`config.mk`:
```
export PLATFORM = sky130hd
export DESIGN_NAME = fpu_ss_wb_arb
export DESIGN_NICKNAME = d
export VERILOG_FILES = /design/src/rtl/fpu_ss_pkg.sv /design/src/rtl/fpu_ss_csr_fifo.sv /design/src/rtl/fpu_ss_wb_arb.sv
export SDC_FILE = /design/constraint.sdc
export NUM_CORES = 1
export LEC_CHECK = 0
export BUFFER_PORTS_ARGS = -buffer_cell sky130_fd_sc_hd__buf_2
export CAP_MARGIN = 15
export CORE_MARGIN = 2
export CORE_UTILIZATION = 35
export DETAILED_ROUTE_END_ITERATION = 8
export PLACE_DENSITY = 0.5
export SLEW_MARGIN = 15
export SYNTH_ARGS = -nofsm -noshare
export SYNTH_HDL_FRONTEND = slang
export SYNTH_HIERARCHICAL = 1
export SYNTH_SLANG_ARGS = --single-unit
export TNS_END_PERCENT = 100
```
`constraint.sdc`:
```
create_clock -name clk_i -period 3.7 [get_ports clk_i]
set_clock_uncertainty 0.1 [all_clocks]
set_input_delay 0.555 -clock clk_i [delete_from_list [all_inputs] [get_ports clk_i]]
set_output_delay 0.555 -clock clk_i [all_outputs]
set_load 0.005 [all_outputs]
```
`src/rtl/fpu_ss_pkg.sv`:
```
// Shared types and widths for the FPU subsystem writeback path.
package fpu_ss_pkg;

    localparam int unsigned WB_RD_WIDTH     = 5;
    localparam int unsigned WB_DATA_WIDTH   = 32;
    // Widest instruction ID carried by a buffered entry; narrower IDs are zero-extended.
    localparam int unsigned WB_ID_MAX_WIDTH = 16;

    typedef struct packed {
        logic [WB_ID_MAX_WIDTH-1:0] id;
        logic [WB_RD_WIDTH-1:0]     rd;
        logic [WB_DATA_WIDTH-1:0]   data;
        logic                       we;
    } wb_entry_t;

endpackage

```
`src/rtl/fpu_ss_csr_fifo.sv`:
```
// Small FIFO of writeback entries for CSR completions; a push into a full FIFO
// is accepted only when a pop happens in the same cycle.
module fpu_ss_csr_fifo
    import fpu_ss_pkg::*;
#(
    parameter int unsigned DEPTH = 4,
    localparam int unsigned PTR_W = $clog2(DEPTH),
    localparam int unsigned CNT_W = $clog2(DEPTH) + 1
) (
    input  logic             clk_i,
    input  logic             rst_ni,
    input  logic             push_i,
    input  wb_entry_t        entry_i,
    input  logic             pop_i,
    output wb_entry_t        head_c,
    output logic [CNT_W-1:0] count_o,
    output logic             full_c,
    output logic             empty_c
);

    wb_entry_t        mem [DEPTH];
    logic [PTR_W-1:0] wr_ptr;
    logic [PTR_W-1:0] rd_ptr;
    logic             push_ok;
    logic             pop_ok;

    assign full_c  = (count_o == CNT_W'(DEPTH));
    assign empty_c = (count_o == '0);
    assign pop_ok  = pop_i && !empty_c;
    assign push_ok = push_i && (!full_c || pop_ok);
    assign head_c  = mem[rd_ptr];

    always_ff @(posedge clk_i) begin
        if (push_ok) begin
            mem[wr_ptr] <= entry_i;
        end
    end

    // Pointers wrap naturally since DEPTH is a power of two.
    always_ff @(posedge clk_i) begin
        if (!rst_ni) begin
            wr_ptr  <= '0;
            rd_ptr  <= '0;
            count_o <= '0;
        end else begin
            if (push_ok) wr_ptr <= wr_ptr + PTR_W'(1);
            if (pop_ok)  rd_ptr <= rd_ptr + PTR_W'(1);
            case ({push_ok, pop_ok})
                2'b10:   count_o <= count_o + CNT_W'(1);
                2'b01:   count_o <= count_o - CNT_W'(1);
                default: count_o <= count_o;
            endcase
        end
    end

endmodule

```
`src/rtl/fpu_ss_wb_arb.sv`:
```
// Writeback arbiter merging CSR completions and FPU results into one registered
// result slot. Optional macro FPU_SS_WB_CSR_BYPASS_EN lets a CSR completion skip an empty FIFO.
module fpu_ss_wb_arb
    import fpu_ss_pkg::*;
#(
    parameter int unsigned CSR_BUF_DEPTH = 4,
    parameter int unsigned ID_WIDTH      = 4
) (
    input  logic                     clk_i,
    input  logic                     rst_ni,
    input  logic                     csr_instr_i,
    input  logic                     csr_wb_i,
    input  logic [WB_RD_WIDTH-1:0]   csr_wb_addr_i,
    input  logic [ID_WIDTH-1:0]      csr_wb_id_i,
    input  logic [WB_DATA_WIDTH-1:0] csr_rdata_i,
    output logic                     csr_buf_full_o,
    output logic                     csr_overflow_o,
    input  logic                     fpu_out_valid_i,
    output logic                     fpu_out_ready_o,
    input  logic [WB_DATA_WIDTH-1:0] fpu_result_i,
    input  logic [WB_RD_WIDTH-1:0]   fpu_rd_i,
    input  logic [ID_WIDTH-1:0]      fpu_id_i,
    input  logic                     fpu_we_i,
    output logic                     result_valid_o,
    input  logic                     result_ready_i,
    output logic [ID_WIDTH-1:0]      result_id_o,
    output logic [WB_RD_WIDTH-1:0]   result_rd_o,
    output logic [WB_DATA_WIDTH-1:0] result_data_o,
    output logic                     result_we_o
);

    localparam int unsigned CNT_W = $clog2(CSR_BUF_DEPTH) + 1;

    wb_entry_t        csr_entry;
    wb_entry_t        fifo_head;
    logic [CNT_W-1:0] fifo_count;
    logic             fifo_full;
    logic             fifo_empty;
    logic             fifo_push;
    logic             fifo_pop;
    logic             load_en;
    logic             bypass;
    logic             overflow_set;
    logic             unused_head_id_hi;

    // A completion without writeback still carries its ID, but never data.
    always_comb begin
        csr_entry      = '0;
        csr_entry.id   = WB_ID_MAX_WIDTH'(csr_wb_id_i);
        csr_entry.rd   = csr_wb_addr_i;
        csr_entry.data = csr_wb_i ? csr_rdata_i : '0;
        csr_entry.we   = csr_wb_i;
    end

    assign load_en = !result_valid_o || result_ready_i;

`ifdef FPU_SS_WB_CSR_BYPASS_EN
    assign bypass = csr_instr_i && fifo_empty && load_en;
`else
    assign bypass = 1'b0;
`endif

    assign fifo_pop        = load_en && !fifo_empty;
    assign fifo_push       = csr_instr_i && !bypass;
    assign overflow_set    = fifo_push && fifo_full && !fifo_pop;
    assign fpu_out_ready_o = load_en && fifo_empty && !bypass;
    // One spare slot absorbs the completion already in flight after an upstream pop.
    assign csr_buf_full_o  = (fifo_count >= CNT_W'(CSR_BUF_DEPTH - 1));

    assign unused_head_id_hi = |(fifo_head.id >> ID_WIDTH);

    fpu_ss_csr_fifo #(
        .DEPTH (CSR_BUF_DEPTH)
    ) u_csr_fifo (
        .clk_i   (clk_i),
        .rst_ni  (rst_ni),
        .push_i  (fifo_push),
        .entry_i (csr_entry),
        .pop_i   (fifo_pop),
        .head_c  (fifo_head),
        .count_o (fifo_count),
        .full_c  (fifo_full),
        .empty_c (fifo_empty)
    );

    // Output slot: CSR FIFO head has priority over the FPU result.
    always_ff @(posedge clk_i) begin
        if (!rst_ni) begin
            result_valid_o <= 1'b0;
            result_id_o    <= '0;
            result_rd_o    <= '0;
            result_data_o  <= '0;
            result_we_o    <= 1'b0;
            csr_overflow_o <= 1'b0;
        end else begin
            if (overflow_set) csr_overflow_o <= 1'b1;
            if (load_en) begin
                if (!fifo_empty) begin
                    result_valid_o <= 1'b1;
                    result_id_o    <= ID_WIDTH'(fifo_head.id);
                    result_rd_o    <= fifo_head.rd;
                    result_data_o  <= fifo_head.data;
                    result_we_o    <= fifo_head.we;
                end else if (bypass) begin
                    result_valid_o <= 1'b1;
                    result_id_o    <= csr_wb_id_i;
                    result_rd_o    <= csr_entry.rd;
                    result_data_o  <= csr_entry.data;
                    result_we_o    <= csr_entry.we;
                end else if (fpu_out_valid_i) begin
                    result_valid_o <= 1'b1;
                    result_id_o    <= fpu_id_i;
                    result_rd_o    <= fpu_rd_i;
                    result_data_o  <= fpu_result_i;
                    result_we_o    <= fpu_we_i;
                end else begin
                    result_valid_o <= 1'b0;
                end
            end
        end
    end

endmodule

```
==> results.md, run 1 <==
* Fin cells at 998
* Area Growth Syn to Fin at 19.37%
* Worst Path Arrival at 2.18 ns
* Fmax at 352.2 MHz
* Remaining antenna violation count at 0
* LEAKAGE at 0.004390 uW
* Sum Neg Setup Slack at 0 ns
* Hold_ws at 0.1557 ns
* GR peak layer: met2
* Antenna diodes at 0
* Unrepaired setup endpoints after global routing: no
* Fin nets at 743
* Setup bufs post-CTS at 0
* Fraction of power consumed by sequential logic at 48.2%
* CTS Sinks at 221
* Syn Area/Cell at 17.24 um2
* Placer Congestion at 0.6886
* Switch share at 25.17%
* Worst slew margin at 28.72%
* Global Route met1 Usage at 20.23%
* Placed cells at 952
* Crit path required time at 3.04 ns
* Post-Syn Nets at 614
* Die area at 0.02692 mm2
* Initial core utilization at 35.61%
* DRT Wirelength at 19820 um
* Root buffer cell: clkbuf_16
* Combinational power share at 14.7%
* R2R Path Start: u_csr_fifo/count_o[0]
* Startpoint types: flip-flop
* Worst Slack Setup Final at 0.8607 ns
* Sw power at 1571 uW
* Fraction of layout cells with a size suffix above 1 at 35.78%
* Fin crit period at 2.839 ns
* Core area at 0.02518 mm2
* Area of the mapped netlist at 0.008967 mm2
* Vias in the first global route at 5352
* Dpl hpwl at 12100 um
* Grt met2 use at 25.28%
* CTS buffer count at 25
* Final hold violation count at 0
* Grt ovf at 0
* First-pass GRT wire length at 30570 um
* Num rows at 58
* Via count at 4997
* TritonCTS clock tree: yes
* Remaining DRCs at 0
* Syn. warnings at 6
* Met3 Resource Use GR at 2.551%
* I/O pin count at 135
* CTS resizes at 0
* CTS Buffer Depth at 3
* Crit. Startpoint: u_csr_fifo/count_o[0]
* Power Dens Cells at 583.1 mW/mm2
* # port buffers at 134
* CP Class: flip-flop to output pin
* Max-cap violation count at 0
* CP endpoint kind: output pin
* Max VDD drop at 0.0002885 V
* Routed WL per cell at 19.85 um
* Finish-stage setup viols at 0
* Dpl ws at 0.9306 ns
* Hold Path Class: primary input to flip-flop
* Status: finished, final reports clean
* Largest net degree at the start of global routing at 54
* DR iter-0 viols at 281
* Vias per inst at 5.007
* Die W at 164.1 um
* Fin crit share at 76.74%
* CP max FO at 45
* Worst-path clk slew at 0.06 ns
* Hold-fix buffer count after cts at 0
* H-tree levels at 1
* Mapped Cells at 520
* Reg2Reg Setup Slack at 1.00 ns
* Overall Global Routing Usage at 14.96%
* HP Start: csr_wb_id_i[1]
* Int Power at 4671 uW
* Antenna violations before repair at 0
* Die height at 164.1 um
* Clk network pwr share at 37.0%
* Max-slew violations at 0
* Worst slew pin tran at 1.069 ns
* Worst-Skew Late Latency at 0.52 ns
* Drt first pass iters at 5
* Core Util, Final at 42.51%
==> per-stage QoR <==
stage / total power (uW) / area [um2]
detailed placement: 4007 / 9922
finish: 6241 / 10700
global placement: 3972 / 9922
CTS: 6339 / 10700
global route: 6529 / 10700
floorplan: 3691 / 8967
==> final cells by class <==
cell class,instances,area (um2)
clock buffers,34,699.4
clock inverters,12,82.58
inverters,5,18.77
flip-flops and latches,221,6111
well taps,330,412.9
fillers,2292,14480
multi-input cells,254,2624
repair buffers,142,755.7
==> per-layer routing <==
metal  share of wire (%)  vias to the layer above
li1                    -                     2306
met1                  44                     2529
met2                  49                      137
met3                 5.0                       25
met4                 1.7                        0
met5                   0                        -
==> layout by cell type, fill, tap and decap left out, types with 5 or more instances in the layout <==
cell / n
inv_1: 5
edfxtp_1: 168
mux2i_1: 44
mux4_2: 42
buf_4: 6
nand3_1: 42
o211a_1: 43
and2_2: 5
and2_1: 38
clkbuf_1: 5
dfxtp_1: 51
clkbuf_16: 25
buf_2: 134
nand2_1: 5
==> critical path: stages, from the launching register on <==
cell and delay (ns):
dfxtp_1 0.41, nor3_2 0.22, buf_4 0.68, and2_1 0.23, buf_2 0.11
==> power groups by stage <==
| stage | Clock (uW) | Combinational, uW | Sequential, uW |
|---|---|---|---|
| 6_report | 2310 | 921 | 3010 |
| 5_1_grt | 2480 | 1020 | 3040 |
| 4_1_cts | 2380 | 943 | 3010 |
| 3_5_place_dp | 0 | 940 | 3070 |
| 3_3_place_gp | 0 | 918 | 3050 |
| 2_1_floorplan | 0 | 670 | 3020 |
==> state kept, by name, indices dropped and copies added (netlist names), named ones only <==
name and count:
result_we_o 1, result_valid_o 1, result_rd_o 5, u_csr_fifo/wr_ptr 2
result_data_o 32, u_csr_fifo/mem 168, csr_overflow_o 1, result_id_o 4
u_csr_fifo/rd_ptr 2, u_csr_fifo/count_o 3
==> worst paths after layout <==
kind	endpoint	cells past startpoint
max	fpu_out_ready_o	4
min	u_csr_fifo/mem[3][39]	1
min reg2reg	result_data_o[18]	1
max reg2reg	u_csr_fifo/count_o[2]	8
Note: power is estimated with default switching activity, not from simulation.
==> run 2: changes to the inputs <==
==> constraint.sdc (replaced) <==
create_clock -name clk_i -period 2.9 [get_ports clk_i]
set_clock_uncertainty 0.1 [all_clocks]
set_input_delay 0.435 -clock clk_i [delete_from_list [all_inputs] [get_ports clk_i]]
set_output_delay 0.435 -clock clk_i [all_outputs]
set_load 0.005 [all_outputs]
==> run 2 against run 1 <==
Compared with the run above:
- sequential power up 27%
- setup slack lost 0.68 ns
- routed wire length increased by 1.2%
- final cell count up 0.80%
- critical path type is now flip-flop to flip-flop
- critical endpoint is now u_csr_fifo/count_o[1]
- largest power group unchanged
- highest routed layer unchanged
==> results.md, run 2 (synthesized netlist as in run 1, its figures left out) <==
* Worst hold path depth at 1
* Vias in the first global route at 5540
* CTS resizes at 0
* First-pass GRT wire length at 31060 um
* # fillers at 2264
* I/O pin count at 135
* Remaining DRCs at 0
* Hold-fix buffer count after cts at 0
* Max VDD drop at 0.0003897 V
* CTS Buffer Depth at 3
* Drt first pass iters at 4
* Worst-path clk slew at 0.06 ns
* Max-slew violations at 0
* Die W at 164.1 um
* Fraction of layout cells with a size suffix above 1 at 35.85%
* Status: finished, final reports clean
* Final hold violation count at 0
* Post-Place Cell Area at 0.01000 mm2
* CP max FO at 9
* Fin crit share at 93.74%
* Worst Hold Endpoint: u_csr_fifo/mem[2][35]
* Final instance area at 0.01076 mm2
* Routed WL per cell at 19.93 um
* Hold_ws at 0.04670 ns
* Worst slew margin at 32.35%
* Largest register by flop count: u_csr_fifo/mem
* Reg2reg end: u_csr_fifo/count_o[1]
* Hold Path Class: primary input to flip-flop
* H-tree levels at 1
* R2R Path Start: u_csr_fifo/count_o[0]
* Core area at 0.02518 mm2
* DRT Wirelength at 20050 um
* Die area at 0.02692 mm2
* Grt ovf at 0
* Largest net degree at the start of global routing at 44
* Worst slew pin tran at 1.015 ns
* Sum Neg Setup Slack at 0 ns
* Area Growth Syn to Fin at 20.04%
* Fin crit period at 2.719 ns
* Finish-stage setup viols at 0
* CTS buffer count at 24
* Placer Congestion at 0.7236
* Fmax at 367.8 MHz
* Unrepaired setup endpoints after global routing: no
* CP Class: flip-flop to flip-flop
* Worst-Skew Late Latency at 0.50 ns
* Max-cap violation count at 0
* Biggest regs: u_csr_fifo/mem (168), result_data_o (32), result_rd_o (5)
* Worst Slack Setup Final at 0.1815 ns
* Max reg flops at 168
* Overall Global Routing Usage at 15.26%
* Reg2Reg Setup Slack at 0.18 ns
* Worst Path Arrival at 3.05 ns
* TritonCTS clock tree: yes
* Initial core utilization at 35.61%
* Setup bufs post-CTS at 0
* Crit path required time at 3.23 ns
* Worst Reg-to-Reg Cells at 8
* Dpl ws at 0.2050 ns
* Vias per inst at 5.027
* Fin nets at 753
* Commonest non-fill, non-tap cell in the layout: edfxtp_1
* Num rows at 58
* # port buffers at 134
* LEAKAGE at 0.004438 uW
* Antenna violations before repair at 1
* Die height at 164.1 um
* CP endpoint kind: flip-flop
* Root buffer cell: clkbuf_16
* Power Dens Cells at 735.4 mW/mm2
* Core Util, Final at 42.75%
* Remaining antenna violation count at 0
* Dpl hpwl at 12890 um
* CTS Sinks at 221
* Most frequent cells in the layout: edfxtp_1, buf_2, dfxtp_1
* HP Start: csr_wb_addr_i[2]
* Startpoint types: flip-flop
* DR iter-0 viols at 255
* Via count at 5057
==> run 2: changes by cell type in the layout (fill, tap and decap cells not counted) <==
| cell | change |
|---|---|
| clkinv_4 | -1 |
| clkbuf_8 | -1 |
| clkinvlp_4 | -3 |
| bufinv_16 | +1 |
| clkinv_1 | +6 |
| clkbuf_1 | -2 |
| inv_6 | -1 |
| diode_2 | +1 |
| inv_4 | -1 |
| buf_4 | +11 |
| clkinv_2 | -2 |
==> run 2: critical path, stage by stage (launching register included) <==
cell and delay (ns):
dfxtp_1 0.52, nor3_2 0.10, nor2_1 0.33, o31a_1 0.33, or2b_1 0.26, fa_1 0.47, a211oi_1 0.22, o21ai_0 0.14
a21oi_1 0.17
==> run 2: worst max path at each step <==
| stage | slack [ns] | from | depth (start not counted) | end |
|---|---|---|---|---|
| after floorplan | 0.18 | u_csr_fifo/count_o[1] | 10 | u_csr_fifo/count_o[2] |
| after global placement | 0.39 | u_csr_fifo/count_o[0] | 8 | u_csr_fifo/count_o[2] |
| after detailed placement | 0.21 | u_csr_fifo/count_o[0] | 8 | u_csr_fifo/count_o[1] |
| after CTS | 0.20 | u_csr_fifo/count_o[0] | 8 | u_csr_fifo/count_o[1] |
| after global routing | 0.02 | u_csr_fifo/count_o[0] | 8 | u_csr_fifo/count_o[2] |
| final | 0.18 | u_csr_fifo/count_o[0] | 8 | u_csr_fifo/count_o[1] |
==> run 2: routing by layer <==
metal  part of all wire, %  GRT usage, %  wire length [um]
met3                   4.4         2.298               890
met1                    43         19.85              8645
met2                    51         26.66             10170
met5                     0             0                 0
met4                   1.7         4.027               350
==> run 2: final cells by class <==
| type | count | area (um2) | share of cell area [%] |
|---|---|---|---|
| clock buffer | 31 | 678.2 | 6.300 |
| tap | 330 | 412.9 | 3.836 |
| antenna | 1 | 2.502 | 0.02325 |
| inverter | 5 | 18.77 | 0.1744 |
| timing repair buffer | 153 | 838.3 | 7.788 |
| sequential | 221 | 6111 | 56.77 |
| clock inverter | 11 | 78.83 | 0.7323 |
| multi-input combinational | 254 | 2624 | 24.38 |
==> run 2: report_power, final <==
group | total (uW) | switching, uW | internal (uW) | leakage, uW
Clock | 2880 | 1150 | 1730 | 0.000369
Combinational | 1220 | 642 | 579 | 0.00206
Sequential | 3820 | 125 | 3690 | 0.00201
==> run 2: through the flow <==
stage / cells / power, uW
floorplan: 520 / 4707
global placement: 963 / 5082
detailed placement: 963 / 5135
CTS: 1005 / 8053
global route: 1006 / 8317
finish: 1006 / 7916
